**config.mk**
```make
export PLATFORM = sky130hd
export DESIGN_NAME = wb_interconnect_flat
export DESIGN_NICKNAME = d
export VERILOG_FILES = /design/src/rtl/wb_interconnect_if.sv /design/src/rtl/wb_interconnect.sv /design/src/flat_wrapper.sv
export SDC_FILE = /design/constraint.sdc
export NUM_CORES = 1
export LEC_CHECK = 0
export ABC_AREA = 1
export CAP_MARGIN = 0
export CORE_AREA = 2 2 108 110
export DETAILED_ROUTE_END_ITERATION = 8
export DIE_AREA = 0 0 110 112
export SLEW_MARGIN = 5
export SYNTH_ARGS = -nofsm -noshare
export SYNTH_HDL_FRONTEND = slang
export SYNTH_SLANG_ARGS = --single-unit
export TNS_END_PERCENT = 1
```
**constraint.sdc**
```tcl
create_clock -name clk -period 8.03 [get_ports clk]
set_clock_uncertainty 0.1 [all_clocks]
set_input_delay 2.0075 -clock clk [delete_from_list [all_inputs] [get_ports clk]]
set_output_delay 2.0075 -clock clk [all_outputs]
set_load 0.01 [all_outputs]
```
**src/rtl/wb_interconnect_if.sv**
```systemverilog
// Bus bundle for the single-master Wishbone (pipelined) interconnect.
// The "slave" modport is the interconnect's own view: it receives the
// cpu request and the slave responses and drives everything else.
// The "master" modport is the view of the surrounding system (cpu plus
// the attached slaves), which drives the interconnect's inputs.
interface wb_interconnect_if #(
   parameter int AW      = 32,
   parameter int DW      = 32,
   parameter int NSLAVES = 3
);
   // cpu side
   logic                    i_wb_cyc;
   logic                    i_wb_stb;
   logic                    i_wb_we;
   logic [AW-1:0]           i_wb_addr;
   logic [DW-1:0]           i_wb_data;
   logic [DW-1:0]           o_wb_data;
   logic                    o_wb_ack;
   logic                    o_wb_stall;
   logic                    o_wb_err;
   // slave side
   logic [NSLAVES-1:0]      o_s_cyc;
   logic [NSLAVES-1:0]      o_s_stb;
   logic                    o_s_we;
   logic [AW-1:0]           o_s_addr;
   logic [DW-1:0]           o_s_data;
   logic [NSLAVES*DW-1:0]   i_s_data;
   logic [NSLAVES-1:0]      i_s_ack;
   logic [NSLAVES-1:0]      i_s_stall;

   modport master (
      output i_wb_cyc, i_wb_stb, i_wb_we, i_wb_addr, i_wb_data,
      output i_s_data, i_s_ack, i_s_stall,
      input  o_wb_data, o_wb_ack, o_wb_stall, o_wb_err,
      input  o_s_cyc, o_s_stb, o_s_we, o_s_addr, o_s_data
   );

   modport slave (
      input  i_wb_cyc, i_wb_stb, i_wb_we, i_wb_addr, i_wb_data,
      input  i_s_data, i_s_ack, i_s_stall,
      output o_wb_data, o_wb_ack, o_wb_stall, o_wb_err,
      output o_s_cyc, o_s_stb, o_s_we, o_s_addr, o_s_data
   );
endinterface

```
**src/rtl/wb_interconnect.sv**
```systemverilog
// Single-master, N-slave Wishbone (pipelined) address decoder/router.
// Each slave owns a base/mask window; the lowest-index window wins on
// overlap. Up to MAX_OUTSTANDING requests may be in flight to the one
// locked slave; a request to any other slave waits until all responses
// have drained. Unmapped requests end with a one-cycle bus error.
// Optional ack watchdog: define WB_TIMEOUT_EN to abort a transfer whose
// slave stays silent for TIMEOUT_CYCLES cycles while busy.
module wb_interconnect #(
   parameter int                       AW              = 32,
   parameter int                       DW              = 32,
   parameter int                       NSLAVES         = 3,
   parameter logic [NSLAVES*AW-1:0]    SLAVE_BASE      = {32'hc0000000, 32'hb0008000, 32'hb0000000},
   parameter logic [NSLAVES*AW-1:0]    SLAVE_MASK      = {32'hffff0000, 32'hffff8000, 32'hffff8000},
   parameter int                       MAX_OUTSTANDING = 4,
   parameter int                       TIMEOUT_CYCLES  = 255
) (
   input  logic               clk,
   input  logic               reset,
   wb_interconnect_if.slave   bus
);
   localparam int SW = (NSLAVES > 1) ? $clog2(NSLAVES) : 1;
   localparam int CW = $clog2(MAX_OUTSTANDING + 1);
   localparam logic [CW-1:0] COUNT_MAX = CW'(MAX_OUTSTANDING);

   localparam logic [1:0] ST_IDLE = 2'd0;
   localparam logic [1:0] ST_BUSY = 2'd1;
   localparam logic [1:0] ST_ERR  = 2'd2;

   logic [1:0]          state_reg, state_next;
   logic [SW-1:0]       sel_reg, sel_next;
   logic [CW-1:0]       count_reg, count_next;

   logic [NSLAVES-1:0]  hit;
   logic [SW-1:0]       hit_idx;
   logic                miss;
   logic                req;
   logic                accept;
   logic                ack_in;
   logic                wd_expire;
   logic [NSLAVES-1:0]  stb_vec;
   logic [NSLAVES-1:0]  cyc_vec;
   logic                stall;
   logic                err;

   // Address window match for every slave.
   generate
      for (genvar gi = 0; gi < NSLAVES; gi++) begin : g_decode
         assign hit[gi] = ((bus.i_wb_addr & SLAVE_MASK[gi*AW +: AW]) == SLAVE_BASE[gi*AW +: AW]);
      end
   endgenerate

   // Priority encode the hits so that the lowest index wins on overlap.
   always_comb begin
      hit_idx = '0;
      for (int i = NSLAVES - 1; i >= 0; i--) begin
         if (hit[i]) hit_idx = SW'(i);
      end
   end

   assign miss = ~|hit;
   assign req  = bus.i_wb_cyc & bus.i_wb_stb;

`ifdef WB_TIMEOUT_EN
   localparam int WW = $clog2(TIMEOUT_CYCLES + 1);
   localparam logic [WW-1:0] WD_LIMIT = WW'(TIMEOUT_CYCLES - 1);

   logic [WW-1:0] wd_reg;

   // The abort fires in the last silent busy cycle; an ack in that very
   // cycle still counts as progress and cancels it.
   assign wd_expire = (state_reg == ST_BUSY) && (wd_reg == WD_LIMIT) && !bus.i_s_ack[sel_reg];

   // Watchdog: restarts on each ack from the locked slave, runs while busy.
   always_ff @(posedge clk) begin
      if (reset || state_reg != ST_BUSY || ack_in) begin
         wd_reg <= '0;
      end else begin
         wd_reg <= wd_reg + WW'(1);
      end
   end
`else
   assign wd_expire = 1'b0;
`endif

   // Next-state, strobe routing, stall and outstanding-count bookkeeping.
   always_comb begin
      state_next = state_reg;
      sel_next   = sel_reg;
      count_next = count_reg;
      stb_vec    = '0;
      cyc_vec    = '0;
      stall      = 1'b0;
      err        = 1'b0;
      accept     = 1'b0;
      ack_in     = 1'b0;
      case (state_reg)
         ST_IDLE: begin
            count_next = '0;
            if (req) begin
               if (!miss) begin
                  // Present to the decoded slave; lock it once it takes the strobe.
                  stb_vec[hit_idx] = 1'b1;
                  cyc_vec[hit_idx] = 1'b1;
                  stall            = bus.i_s_stall[hit_idx];
                  sel_next         = hit_idx;
                  if (!bus.i_s_stall[hit_idx]) begin
                     count_next = CW'(1);
                     state_next = ST_BUSY;
                  end
               end else begin
                  // Unmapped: swallow the request and answer with an error.
                  state_next = ST_ERR;
               end
            end
         end
         ST_BUSY: begin
            cyc_vec[sel_reg] = bus.i_wb_cyc;
            ack_in           = bus.i_s_ack[sel_reg];
            if (req) begin
               if (!miss && hit_idx == sel_reg && count_reg < COUNT_MAX && !wd_expire) begin
                  stb_vec[sel_reg] = 1'b1;
                  stall            = bus.i_s_stall[sel_reg];
                  accept           = ~bus.i_s_stall[sel_reg];
               end else begin
                  // Other slave, unmapped or pipeline full: hold off until drained.
                  stall = 1'b1;
               end
            end
            count_next = count_reg + CW'(accept) - CW'(ack_in);
            if (!bus.i_wb_cyc) begin
               count_next = '0;
               state_next = ST_IDLE;
            end else if (wd_expire) begin
               count_next = '0;
               state_next = ST_ERR;
            end else if (count_next == '0) begin
               state_next = ST_IDLE;
            end
         end
         ST_ERR: begin
            err        = 1'b1;
            stall      = req;
            count_next = '0;
            state_next = ST_IDLE;
         end
         default: begin
            count_next = '0;
            state_next = ST_IDLE;
         end
      endcase
   end

   // State, locked slave and outstanding count registers.
   always_ff @(posedge clk) begin
      if (reset) begin
         state_reg <= ST_IDLE;
         sel_reg   <= '0;
         count_reg <= '0;
      end else begin
         state_reg <= state_next;
         sel_reg   <= sel_next;
         count_reg <= count_next;
      end
   end

   // Response path and broadcast request signals.
   assign bus.o_wb_ack   = (state_reg == ST_BUSY) && bus.i_s_ack[sel_reg] && (count_reg != '0);
   assign bus.o_wb_data  = bus.i_s_data[sel_reg*DW +: DW];
   assign bus.o_wb_err   = err;
   assign bus.o_wb_stall = stall;
   assign bus.o_s_cyc    = cyc_vec;
   assign bus.o_s_stb    = stb_vec;
   assign bus.o_s_we     = bus.i_wb_we;
   assign bus.o_s_addr   = bus.i_wb_addr;
   assign bus.o_s_data   = bus.i_wb_data;
endmodule

```
**src/flat_wrapper.sv**
```systemverilog
// flat-port wrapper written by rule: the top's interface ports become plain ports
module wb_interconnect_flat 
#(
   parameter int                       AW              = 32,
   parameter int                       DW              = 32,
   parameter int                       NSLAVES         = 3,
   parameter logic [NSLAVES*AW-1:0]    SLAVE_BASE      = {32'hc0000000, 32'hb0008000, 32'hb0000000},
   parameter logic [NSLAVES*AW-1:0]    SLAVE_MASK      = {32'hffff0000, 32'hffff8000, 32'hffff8000},
   parameter int                       MAX_OUTSTANDING = 4,
   parameter int                       TIMEOUT_CYCLES  = 255
)
  (clk, reset, bus_i_wb_cyc, bus_i_wb_stb, bus_i_wb_we, bus_i_wb_addr, bus_i_wb_data, bus_i_s_data, bus_i_s_ack, bus_i_s_stall, bus_o_wb_data, bus_o_wb_ack, bus_o_wb_stall, bus_o_wb_err, bus_o_s_cyc, bus_o_s_stb, bus_o_s_we, bus_o_s_addr, bus_o_s_data);
  wb_interconnect_if #(.AW(AW), .DW(DW), .NSLAVES(NSLAVES)) bus_i ();
  input  logic clk;
  input  logic reset;
  input wire logic [$bits(bus_i.i_wb_cyc)-1:0] bus_i_wb_cyc;
  input wire logic [$bits(bus_i.i_wb_stb)-1:0] bus_i_wb_stb;
  input wire logic [$bits(bus_i.i_wb_we)-1:0] bus_i_wb_we;
  input wire logic [$bits(bus_i.i_wb_addr)-1:0] bus_i_wb_addr;
  input wire logic [$bits(bus_i.i_wb_data)-1:0] bus_i_wb_data;
  input wire logic [$bits(bus_i.i_s_data)-1:0] bus_i_s_data;
  input wire logic [$bits(bus_i.i_s_ack)-1:0] bus_i_s_ack;
  input wire logic [$bits(bus_i.i_s_stall)-1:0] bus_i_s_stall;
  output wire logic [$bits(bus_i.o_wb_data)-1:0] bus_o_wb_data;
  output wire logic [$bits(bus_i.o_wb_ack)-1:0] bus_o_wb_ack;
  output wire logic [$bits(bus_i.o_wb_stall)-1:0] bus_o_wb_stall;
  output wire logic [$bits(bus_i.o_wb_err)-1:0] bus_o_wb_err;
  output wire logic [$bits(bus_i.o_s_cyc)-1:0] bus_o_s_cyc;
  output wire logic [$bits(bus_i.o_s_stb)-1:0] bus_o_s_stb;
  output wire logic [$bits(bus_i.o_s_we)-1:0] bus_o_s_we;
  output wire logic [$bits(bus_i.o_s_addr)-1:0] bus_o_s_addr;
  output wire logic [$bits(bus_i.o_s_data)-1:0] bus_o_s_data;
  assign bus_i.i_wb_cyc = bus_i_wb_cyc;
  assign bus_i.i_wb_stb = bus_i_wb_stb;
  assign bus_i.i_wb_we = bus_i_wb_we;
  assign bus_i.i_wb_addr = bus_i_wb_addr;
  assign bus_i.i_wb_data = bus_i_wb_data;
  assign bus_i.i_s_data = bus_i_s_data;
  assign bus_i.i_s_ack = bus_i_s_ack;
  assign bus_i.i_s_stall = bus_i_s_stall;
  assign bus_o_wb_data = bus_i.o_wb_data;
  assign bus_o_wb_ack = bus_i.o_wb_ack;
  assign bus_o_wb_stall = bus_i.o_wb_stall;
  assign bus_o_wb_err = bus_i.o_wb_err;
  assign bus_o_s_cyc = bus_i.o_s_cyc;
  assign bus_o_s_stb = bus_i.o_s_stb;
  assign bus_o_s_we = bus_i.o_s_we;
  assign bus_o_s_addr = bus_i.o_s_addr;
  assign bus_o_s_data = bus_i.o_s_data;
  wb_interconnect #(.AW(AW), .DW(DW), .NSLAVES(NSLAVES), .SLAVE_BASE(SLAVE_BASE), .SLAVE_MASK(SLAVE_MASK), .MAX_OUTSTANDING(MAX_OUTSTANDING), .TIMEOUT_CYCLES(TIMEOUT_CYCLES)) u_core (.clk(clk), .reset(reset), .bus(bus_i));
endmodule
```
==> flow_summary.html <==
<table>
<tr><th>Metric</th><th>Value</th></tr>
<tr><th colspan="2">Outcome</th></tr>
<tr><td>Status</td><td>completed</td></tr>
<tr><th colspan="2">Critical path</th></tr>
<tr><td>Bufs and invs on worst path</td><td>3</td></tr>
<tr><td>Cell type group with the largest total delay on the critical path</td><td>buffers and inverters</td></tr>
<tr><td>Startpoint types</td><td>primary input</td></tr>
<tr><td>Highest net fanout along the worst path</td><td>5</td></tr>
<tr><td>Data arrival time at the worst-slack endpoint</td><td>4.16 ns</td></tr>
<tr><td>Type of element capturing the critical path</td><td>output pin</td></tr>
<tr><td>Worst flop-to-flop path startpoint</td><td>u_core.sel_reg[1]</td></tr>
<tr><td>Critical path's largest stage delay</td><td>0.57 ns</td></tr>
<tr><td>Cell Chain, Critical Path</td><td>clkdlybuf4s50_1, inv_2, nor2_2, nand2_1, nor2_2, nand2_2, nand2_2, nand2_2, nor2_4, and2_4, nand3_1, nand2_1, clkdlybuf4s50_1</td></tr>
<tr><td>Required arrival time at the worst endpoint</td><td>5.92 ns</td></tr>
<tr><td>Reg2Reg Setup Slack</td><td>4.39 ns</td></tr>
<tr><td>Cell type with the highest occurrence count on the critical path</td><td>sky130_fd_sc_hd__nand2_2</td></tr>
<tr><td>Highest-delay cell along the critical path</td><td>sky130_fd_sc_hd__clkdlybuf4s50_1</td></tr>
<tr><td>Depth of the worst register-to-register path</td><td>14</td></tr>
<tr><td>Kind of critical path</td><td>in2out</td></tr>
<tr><td>Worst r2r dst</td><td>u_core.state_reg[0]</td></tr>
<tr><th colspan="2">Yosys</th></tr>
<tr><td>Register area share after synthesis</td><td>7.54%</td></tr>
<tr><td>Dominant cell type by area after synthesis</td><td>sky130_fd_sc_hd__nand2_1</td></tr>
<tr><td>Number of nets in the synthesized netlist</td><td>521</td></tr>
<tr><td>Total standard cell area after synthesis</td><td>0.00186 mm2</td></tr>
<tr><td>Largest family of logic cells by synthesized area</td><td>simple AND/OR/NAND/NOR gates</td></tr>
<tr><td>Fraction of the mapped netlist area in adder cells</td><td>2.42%</td></tr>
<tr><td>Top_reg_cell synth</td><td>sky130_fd_sc_hd__dfxtp_1</td></tr>
<tr><td>Async set-or-reset flop fraction in the synthesized netlist</td><td>0%</td></tr>
<tr><td>Count of state elements after synthesis</td><td>7</td></tr>
<tr><td>Synth top area share</td><td>26.6%</td></tr>
<tr><td>Mapped Avg Cell Area</td><td>5.36 um2</td></tr>
<tr><td>Count leader, synth</td><td>sky130_fd_sc_hd__nand2_1</td></tr>
<tr><td>Synth cell types</td><td>27</td></tr>
<tr><td>Multiplexer fraction of the synthesized cell area</td><td>0%</td></tr>
<tr><td>Fraction of the mapped netlist area in simple logic gates</td><td>51.2%</td></tr>
<tr><td>Post-Syn Instances</td><td>347</td></tr>
<tr><td>Cell types occupying the most area after synthesis</td><td>sky130_fd_sc_hd__nand2_1 27%, sky130_fd_sc_hd__buf_4 26%, sky130_fd_sc_hd__nand3_1 13%</td></tr>
<tr><td>Number of flops mapped to enable cells by yosys</td><td>0</td></tr>
<tr><td>Fraction of the mapped netlist area in compound gates</td><td>3.50%</td></tr>
<tr><td>Yosys warns</td><td>0</td></tr>
<tr><td>Top cells by count, synth</td><td>132 x sky130_fd_sc_hd__nand2_1, 65 x sky130_fd_sc_hd__buf_4, 47 x sky130_fd_sc_hd__nand3_1, 27 x sky130_fd_sc_hd__inv_1, 16 x sky130_fd_sc_hd__nor2_1</td></tr>
<tr><td>XOR/XNOR Fraction of Synth Area</td><td>0.942%</td></tr>
<tr><th colspan="2">STA</th></tr>
<tr><td>Minimum clock period after layout</td><td>6.27 ns</td></tr>
<tr><td>Final number of max-transition violations</td><td>0</td></tr>
<tr><td>Setup repair after global routing missed its margin</td><td>false</td></tr>
<tr><td>Setup TNS</td><td>0 ns</td></tr>
<tr><td>Worst Setup Slack, final</td><td>1.76 ns</td></tr>
<tr><td>Maximum achievable frequency</td><td>159 MHz</td></tr>
<tr><td>Final cycle utilization of the critical path</td><td>78.1%</td></tr>
<tr><td>Total count of hold-check failures in the final report</td><td>0</td></tr>
<tr><td>Slew at the pin closest to its max-slew limit</td><td>1.07 ns</td></tr>
<tr><td>Relative max-transition margin</td><td>28.0%</td></tr>
<tr><td>Final setup vio count</td><td>0</td></tr>
<tr><th colspan="2">Placement</th></tr>
<tr><td>Count of buffers inserted at the top-level ports</td><td>180</td></tr>
<tr><td>Standard cell area after detailed placement</td><td>0.00333 mm2</td></tr>
<tr><td>Pre-CTS setup slack</td><td>1.74 ns</td></tr>
<tr><td>DP HPWL</td><td>6.72 mm</td></tr>
<tr><td>Last weighted congestion value of the routability-driven placer</td><td>0.871</td></tr>
<tr><th colspan="2">CTS</th></tr>
<tr><td># resized after CTS</td><td>0</td></tr>
<tr><td>Clk pin slew, worst setup/hold paths</td><td>0.04 ns</td></tr>
<tr><td>Clk buf depth</td><td>2</td></tr>
<tr><td>Clock tree from TritonCTS</td><td>built</td></tr>
<tr><td>Clock buffers created by TritonCTS</td><td>3</td></tr>
<tr><td>CTS Hold Bufs</td><td>0</td></tr>
<tr><td>Maximum level of the CTS H-tree</td><td>1</td></tr>
<tr><td>Post-CTS setup repair buffer count</td><td>0</td></tr>
<tr><td># clock sinks</td><td>7</td></tr>
<tr><td>CTS Root Cell</td><td>sky130_fd_sc_hd__clkbuf_16</td></tr>
<tr><td>Clock Latency Late Sink</td><td>0.23 ns</td></tr>
<tr><th colspan="2">Min path</th></tr>
<tr><td>WHS Endpoint</td><td>u_core.sel_reg[1]</td></tr>
<tr><td>Min-Delay Startpoint</td><td>u_core.sel_reg[1]</td></tr>
<tr><td>Class of the tightest hold or removal check</td><td>reg2reg</td></tr>
<tr><td>Number of cells traversed by the worst hold path</td><td>2</td></tr>
<tr><th colspan="2">Routing</th></tr>
<tr><td>Post-DRT Antenna Nets</td><td>0</td></tr>
<tr><td>Count of routing violations after the opening detailed-route iteration</td><td>106</td></tr>
<tr><td>Detailed Routing Iterations Pass 1</td><td>4</td></tr>
<tr><td>Detailed route wirelength on metal2</td><td>3.99 mm</td></tr>
<tr><td>Via total after detailed routing</td><td>2436</td></tr>
<tr><td>Wire length on met3</td><td>698 um</td></tr>
<tr><td>DRC errors left</td><td>0</td></tr>
<tr><td>Total routed wire length on the met1 layer</td><td>3.22 mm</td></tr>
<tr><td>Routed wire length per instance</td><td>13.4 um</td></tr>
<tr><td>Overall routed net length</td><td>8.04 mm</td></tr>
<tr><td>Via density</td><td>4.05</td></tr>
<tr><td>Top routing layer in use</td><td>met4</td></tr>
<tr><th colspan="2">Floorplan</th></tr>
<tr><td>Initial core utilization</td><td>16.6%</td></tr>
<tr><td>Number of placement rows</td><td>39</td></tr>
<tr><td>Die X-Extent</td><td>110 um</td></tr>
<tr><td>Die Ht</td><td>112 um</td></tr>
<tr><td>Core area</td><td>0.0112 mm2</td></tr>
<tr><td>Top Ports</td><td>277</td></tr>
<tr><td>Floorplan die area</td><td>0.0123 mm2</td></tr>
<tr><th colspan="2">Finish</th></tr>
<tr><td>Diode insertion count for antenna repair</td><td>0</td></tr>
<tr><td>Post-layout net count</td><td>633</td></tr>
<tr><td>Fraction of layout cells with a size suffix above 1</td><td>5.02%</td></tr>
<tr><td>Layout overhead on the synthesized area</td><td>83.2%</td></tr>
<tr><td>Flip-flop count of the largest register, all copies and words added</td><td>3</td></tr>
<tr><td>Cell area after layout</td><td>0.00341 mm2</td></tr>
<tr><th colspan="2">Run</th></tr>
<tr><td>MaxCap Viol Count</td><td>0</td></tr>
<tr><th colspan="2">Global routing</th></tr>
<tr><td>Maximum number of pins on one net before global-route repair</td><td>36</td></tr>
<tr><td>Wire length of the first global-routing pass</td><td>11.8 mm</td></tr>
<tr><td>Vias in the first global route</td><td>2442</td></tr>
<tr><td>Remaining Overflow, GRT</td><td>0</td></tr>
<tr><td>Number of antenna violations at the first check in global routing</td><td>0</td></tr>
<tr><td>Overall track demand over capacity in global routing</td><td>11.9%</td></tr>
<tr><th colspan="2">Power</th></tr>
<tr><td>Clk pwr share</td><td>36.0%</td></tr>
<tr><td>PnR Total Power</td><td>0.235 mW</td></tr>
<tr><td>Sequential power share</td><td>15.1%</td></tr>
<tr><td>Cell internal power dissipation</td><td>0.182 mW</td></tr>
<tr><td>Worst ir drop on vdd</td><td>90.4 uV</td></tr>
<tr><td>Combinational group share of total power</td><td>49.0%</td></tr>
<tr><td>Net Sw Power</td><td>0.0525 mW</td></tr>
<tr><td>Switching part of the total power</td><td>22.4%</td></tr>
<tr><td>Reported leakage power</td><td>1.40 nW</td></tr>
<tr><td>Areal power density over the cells</td><td>68.9 mW/mm2</td></tr>
</table>
-- routing by layer --
metal	global-route usage [%]	up-vias
li1	-	1239
met3	3.81	16
met4	2.70	0
met1	13.5	1092
met2	21.3	89
met5	0	-
-- per-stage QoR --
step / instances / hold slack (ns) / util, %
2_1_floorplan: 347 / 0.370 / -
3_3_place_gp: 597 / 0.417 / 29.8
3_5_place_dp: 597 / 0.428 / 29.8
4_1_cts: 601 / 0.432 / 30.5
5_1_grt: 601 / 0.463 / 30.5
6_report: 601 / 0.441 / 30.5
-- final cells by class --
type                       instances  area (um2)
clock buffer                       4        78.8
inverter                          29         109
fill                            1239        7770
sequential                         7         140
timing repair buffer             182        1820
multi-input combinational        236        1080
tap                              143         179
-- kinds of logic (layout without fill, tap and decap cells) --
family | count (synthesis) | count (layout)
AND/OR/NAND/NOR | 220 | 220
buffers and inverters | 104 | 215
AO/OA/AOI/OAI | 11 | 11
flip-flops | 7 | 7
adder cells (fa/ha/maj) | 3 | 3
XOR/XNOR | 2 | 2
-- tightest hold or removal path: cells and delay by family, from the launching register on --
kind	cells	cell delay, ns
flip-flops	1	0.34
AND/OR/NAND/NOR	1	0.09
AO/OA/AOI/OAI	1	0.05
-- worst max-delay path by stage --
stage / startpoint / slack (ns) / end / depth (start not counted)
after floorplan: bus_i_wb_addr[26] / 2.93 / bus_o_s_stb[0] / 10
after global placement: bus_i_wb_addr[26] / 1.77 / bus_o_s_stb[0] / 12
after detailed placement: bus_i_wb_addr[24] / 1.74 / bus_o_s_stb[0] / 12
after CTS: bus_i_wb_addr[24] / 1.74 / bus_o_s_stb[0] / 12
after global routing: bus_i_wb_addr[26] / 1.56 / bus_o_s_stb[0] / 12
final: bus_i_wb_addr[31] / 1.76 / bus_o_s_stb[2] / 13
-- cell usage in the layout (no fill, tap or decap), types with 2 or more instances in the layout --
cell type,count
sky130_fd_sc_hd__nor3_1,6
sky130_fd_sc_hd__nand2_1,132
sky130_fd_sc_hd__a21oi_1,6
sky130_fd_sc_hd__dfxtp_1,7
sky130_fd_sc_hd__nand2_2,3
sky130_fd_sc_hd__clkbuf_16,3
sky130_fd_sc_hd__nor2_1,15
sky130_fd_sc_hd__clkdlybuf4s50_1,180
sky130_fd_sc_hd__nand4_1,3
sky130_fd_sc_hd__nand3_1,47
sky130_fd_sc_hd__nor2_2,9
sky130_fd_sc_hd__xor2_1,2
sky130_fd_sc_hd__buf_4,2
sky130_fd_sc_hd__ha_1,2
sky130_fd_sc_hd__inv_1,27
sky130_fd_sc_hd__o21ai_0,2
-- power groups by stage --
stage	Clock [mW]	Combinational, mW	Sequential (mW)
after global routing	0.0898	0.123	0.0354
after detailed placement	0	0.115	0.0359
after CTS	0.0864	0.116	0.0353
after global placement	0	0.114	0.0358
after floorplan	0	0.0547	0.0358
final	0.0843	0.115	0.0354
Note: power is estimated with default switching activity, not from simulation.
